[config.mk]
export PLATFORM = sky130hd
export DESIGN_NAME = pp_carry_accum_reg
export DESIGN_NICKNAME = d
export VERILOG_FILES = /design/src/rtl/pp_carry_accum_reg.sv
export SDC_FILE = /design/constraint.sdc
export NUM_CORES = 1
export LEC_CHECK = 0
export CAP_MARGIN = 20
export CELL_PAD_IN_SITES_DETAIL_PLACEMENT = 0
export CELL_PAD_IN_SITES_GLOBAL_PLACEMENT = 1
export CORE_ASPECT_RATIO = 1.4
export CORE_MARGIN = 2
export CORE_UTILIZATION = 40
export CTS_CLUSTER_SIZE = 10
export DETAILED_ROUTE_END_ITERATION = 8
export PLACE_DENSITY = 0.84
export SLEW_MARGIN = 5
export SYNTH_ARGS = -nofsm -noshare
export SYNTH_HDL_FRONTEND = slang
export SYNTH_SLANG_ARGS = --single-unit
export TNS_END_PERCENT = 20
[constraint.sdc]
create_clock -name clk -period 8 [get_ports clk]
set_input_delay 2 -clock clk [delete_from_list [all_inputs] [get_ports clk]]
set_output_delay 2 -clock clk [all_outputs]
set_load 0.02 [all_outputs]
[src/rtl/pp_carry_accum_reg.sv]
// Partial-product / carry shift-accumulator for the sequential Booth multiplier datapath.
// Latency: product and done appear one cycle after the last accepted step.
// Backpressure: none; rows are taken whenever busy and step_valid, and dropped otherwise.
module pp_carry_accum_reg #(
    parameter  int WIDTH = 32,
    parameter  int SHIFT = 4,
    localparam int PP_W  = WIDTH + SHIFT - 1
) (
    input  logic                 clk,
    input  logic                 rst_n,
    input  logic                 start,
    input  logic                 step_valid,
    input  logic [PP_W-1:0]      pp_din,
    input  logic [PP_W-1:0]      carry_din,
    output logic [2*WIDTH-1:0]   pp_dout,
    output logic [2*WIDTH-1:0]   carry_dout,
    output logic                 busy,
    output logic                 done,
    output logic [2*WIDTH-1:0]   product,
    output logic                 product_valid
);
    localparam int STEPS = WIDTH / SHIFT;
    localparam int CNT_W = $clog2(STEPS + 1);
    localparam logic [CNT_W-1:0] LAST_CNT = CNT_W'(STEPS - 1);

    typedef enum logic [1:0] {
        IDLE   = 2'd0,
        ACCUM  = 2'd1,
        FINISH = 2'd2
    } state_t;

    state_t             state;
    state_t             state_nxt;
    logic [CNT_W-1:0]   step_cnt;
    logic [2*WIDTH-1:0] pp_q;
    logic [2*WIDTH-1:0] carry_q;
    logic [2*WIDTH-1:0] pp_shift;
    logic [2*WIDTH-1:0] carry_shift;
    logic               accept;
    logic               finish;

    // New row lands on top; previously retired low bits slide down by SHIFT.
    generate
        if (SHIFT < WIDTH) begin : g_keep_low
            assign pp_shift    = {pp_din[PP_W-1], pp_din, pp_q[WIDTH-1:SHIFT]};
            assign carry_shift = {carry_din, 1'b0, carry_q[WIDTH-1:SHIFT]};
        end else begin : g_no_low
            assign pp_shift    = {pp_din[PP_W-1], pp_din};
            assign carry_shift = {carry_din, 1'b0};
        end
    endgenerate

    always_comb begin
        state_nxt = state;
        accept    = 1'b0;
        finish    = 1'b0;
        if (start) begin
            state_nxt = ACCUM;
        end else begin
            case (state)
                IDLE: begin
                    state_nxt = IDLE;
                end
                ACCUM: begin
                    if (step_valid) begin
                        accept = 1'b1;
                        if (step_cnt == LAST_CNT) begin
                            state_nxt = FINISH;
                        end
                    end
                end
                FINISH: begin
                    finish    = 1'b1;
                    state_nxt = IDLE;
                end
                default: begin
                    state_nxt = IDLE;
                end
            endcase
        end
    end

    always_ff @(posedge clk or negedge rst_n) begin
        if (!rst_n) begin
            state <= IDLE;
        end else begin
            state <= state_nxt;
        end
    end

    always_ff @(posedge clk or negedge rst_n) begin
        if (!rst_n) begin
            pp_q          <= '0;
            carry_q       <= '0;
            step_cnt      <= '0;
            product       <= '0;
            product_valid <= 1'b0;
            done          <= 1'b0;
        end else if (start) begin
            // product keeps its last value; only the valid flag is withdrawn
            pp_q          <= '0;
            carry_q       <= '0;
            step_cnt      <= '0;
            product_valid <= 1'b0;
            done          <= 1'b0;
        end else begin
            done <= finish;
            if (accept) begin
                pp_q     <= pp_shift;
                carry_q  <= carry_shift;
                step_cnt <= step_cnt + CNT_W'(1);
            end
            if (finish) begin
                product       <= pp_q + carry_q;
                product_valid <= 1'b1;
            end
        end
    end

    assign pp_dout    = pp_q;
    assign carry_dout = carry_q;
    assign busy       = (state == ACCUM);

endmodule

==> impl_metrics.csv <==
group,metric,value,unit
outcome,status,"completed",
worst_setup_path,max_stage_delay,0.68,ns
clock_tree,cts.clk_slew.worst_paths,0.06,ns
sta,min_period,4.07,ns
layout,multiInputGateArea,5480,um^2
global_routing,antenna_found_initial,0,
worst_setup_path,cpLargestDelayFamily,"buffers and inverters",
clock_tree,clockBufferDepth,2,
sta,finalCritPeriodShare,50.8,%
routing,dr.pass1.iters,7,
floorplan,core-area,26100,um^2
worst_setup_path,cp_max_fo,66,
placed_design,gp_congestion,0.856,
routing,wl,31500,um
yosys,netlist.area_leader.share,45.0,%
sta,fmax,246,MHz
placed_design,dp.cells,1768,
floorplan,start_util,40.7,%
sta,final.setup.tns,0,ns
pwr,ir_worst_vdd,156,uV
layout,syn_to_final_growth,31.4,%
yosys,synth_compound_area_share,20.8,%
pwr,p_leak,6.18,nW
global_routing,first_global_vias,9435,
global_routing,track_usage,22.7,%
sta,setup_ws,3.93,ns
routing,ant_nets,0,
layout,final_nets,1594,
placed_design,place_ws,3.42,ns
placed_design,placed_area,13400,um^2
global_routing,grt_pass1_wl,50300,um
layout,fin_cells,1798,
floorplan,fp-row-count,70,
worst_setup_path,start_kind,"input pin",
global_routing,grt_max_degree,122,
yosys,synth_warnings,0,
clock_tree,hold_buffers,0,
yosys,yosysSeqAreaShare,45.0,%
yosys,synthMuxAreaShare,0.306,%
layout,fin_util,53.4,%
sta,worst_pin_slew,1.03,ns
worst_setup_path,cp.required,8.30,ns
clock_tree,clkLatencyLatePin,0.45,ns
layout,fillers,2464,
clock_tree,root_buffer,"clkbuf_16",
clock_tree,clkSinkCount,191,
worst_setup_path,path_cells,"clkdlybuf4s50_1 > and2_4 > buf_4 > nand4_1 > xor2_1 > nor2_1",
floorplan,num_io_pins,269,
yosys,synth_xor_area_share,5.03,%
yosys,synth-simple-area-share,18.3,%
sta,final_max_slew_viol_count,0,
layout,ff_latch_area,4780,um^2
yosys,yosysTopAreaCell,"dfrtp_1",
floorplan,die_h,197,um
pwr,power,2.17,mW
yosys,synth-async-reset-ratio,100,%
routing,post_drt_wl_per_cell,17.5,um
layout,drive_gt1_share,3.73,%
pwr,power_density,156,nW/um^2
floorplan,die_width,142,um
worst_setup_path,arrival,4.37,ns
routing,vias,9432,
yosys,ys_types,58,
yosys,synthTopCellsByCount,"nand2_1 (357), dfrtp_1 (191), a21oi_1 (180), o21ai_0 (79), clkbuf_1 (67)",
worst_setup_path,critPathBufInv,2,
sta,setup_viol,0,
clock_tree,cts_setup_buffers,0,
yosys,synth_fa_ha_area_share,6.79,%
yosys,synth_top_family_by_area,"compound AO/OA/AOI/OAI gates",
worst_setup_path,reg2regPathDepth,11,
worst_setup_path,cp-end-kind,"register",
yosys,syn-instance-count,1253,
sta,whs,0.472,ns
yosys,yosysMostFrequentCell,"nand2_1",
layout,stdcell_area,13900,um^2
placed_design,io_buffers,260,
clock_tree,numCtsBuffers,17,
sta,fin_skew,0.0107,ns
yosys,synth_edf_count,0,
routing,drtIter0Drc,471,
worst_setup_path,cp.depth,6,
routing,vias_per_cell,5.25,
yosys,ys_seq_elements,191,
hold_path,hold_path_class,"reg -> reg",
placed_design,hpwl,23100,um
worst_setup_path,critical_path_class,"in -> reg",
layout,num_antenna_cells,0,
routing,drc_errors,0,
clock_tree,cts_tree,"yes",
global_routing,grt_overflow,0,
yosys,yosys-top-cells-area,"dfrtp_1 (45%), nand2_1 (13%), a21oi_1 (8.5%)",
hold_path,holdPathStages,2,
sta,slew_headroom,31.5,%
clock_tree,post_cts_resized,0,
floorplan,die_area,27900,um^2
yosys,avgSynthCellArea,8.47,um^2
yosys,synth-main-ff-cell,"dfrtp_1",
sta,rsz0062_at_grt,"false",
clock_tree,htree_levels,4,
flow_run,drv_cap,0,
yosys,syn_area,10600,um^2
worst_setup_path,crit_slowest_cell,"buf_4",
sta,hold_violations,0,
-- worst min-delay path, stage by stage, from the launching register on --
cell and delay (ns):
dfrtp_1 0.35, nand2_1 0.05, nand2_1 0.05
-- cell type report --
class | count | area share [%]
multi-input combinational | 974 | 39.3
sequential | 191 | 34.3
timing repair buffer | 265 | 18.9
clock buffer | 20 | 3.20
tap | 324 | 2.91
clock inverter | 10 | 0.996
inverter | 14 | 0.377
-- path summary, 6_finish.rpt --
kind                       slack (ns)        start     endpoint
max in group asynchronous        4.73        rst_n  product[55]
setup reg to reg                 4.36   pp_dout[2]  product[62]
min in group asynchronous        1.65        rst_n  pp_dout[34]
setup / recovery                 3.93   step_valid  step_cnt[3]
hold / removal                   0.47  product[36]  product[36]
hold reg to reg                  0.47  product[36]  product[36]
-- power by group --
group,total (mW),switching (mW),leakage [nW],internal [mW]
sequential,1.01,0.0253,2.62,0.987
clock,0.872,0.375,0.280,0.497
combinational,0.290,0.169,3.28,0.121
-- cell usage in the layout, fill, tap and decap left out, types with 7 or more instances in the layout --
master           netlist  layout
nand2_1              357     356
conb_1                 1       8
a31oi_1                8       8
xor2_1                25      25
nand2b_1               7       7
nand3_1               15      15
o21ai_1               10      10
a21oi_1              180     180
ha_1                  56      56
xnor2_1               36      36
o21ai_0               79      79
clkdlybuf4s50_1        0     258
clkbuf_16              0      17
a21o_1                41      41
nand4_1               14      14
dfrtp_1              191     191
o21a_1                 8       8
o21bai_1              15      15
and3_1                 7       7
nor2_1                30      30
inv_1                 13      13
-- state kept, by name (all words and copies together), names as in the netlist --
register / count
state: 2
done: 1
product_valid: 1
carry_dout: 56
step_cnt: 4
pp_dout: 63
product: 64
-- cell families (layout without fill, tap and decap cells) --
kind of cell    after synthesis  in the layout
buf+inv                      95            309
simple gates                467            467
compound gates              378            378
flops                       191            191
xor+xnor                     61             61
other cells                   1              8
fa+ha+maj                    57             57
mux                           3              3
-- metal layers --
| layer | vias up | wire, um | GRT usage, % | share of wire (%) |
|---|---|---|---|---|
| met5 | - | 0 | 0 | 0 |
| met2 | 225 | 16400 | 40.7 | 52 |
| li1 | 4701 | - | - | - |
| met4 | 0 | 644 | 6.81 | 2.0 |
| met3 | 35 | 1420 | 4.71 | 4.5 |
| met1 | 4471 | 13000 | 27.2 | 41 |
No activity file was read; power rests on OpenSTA's default activity.
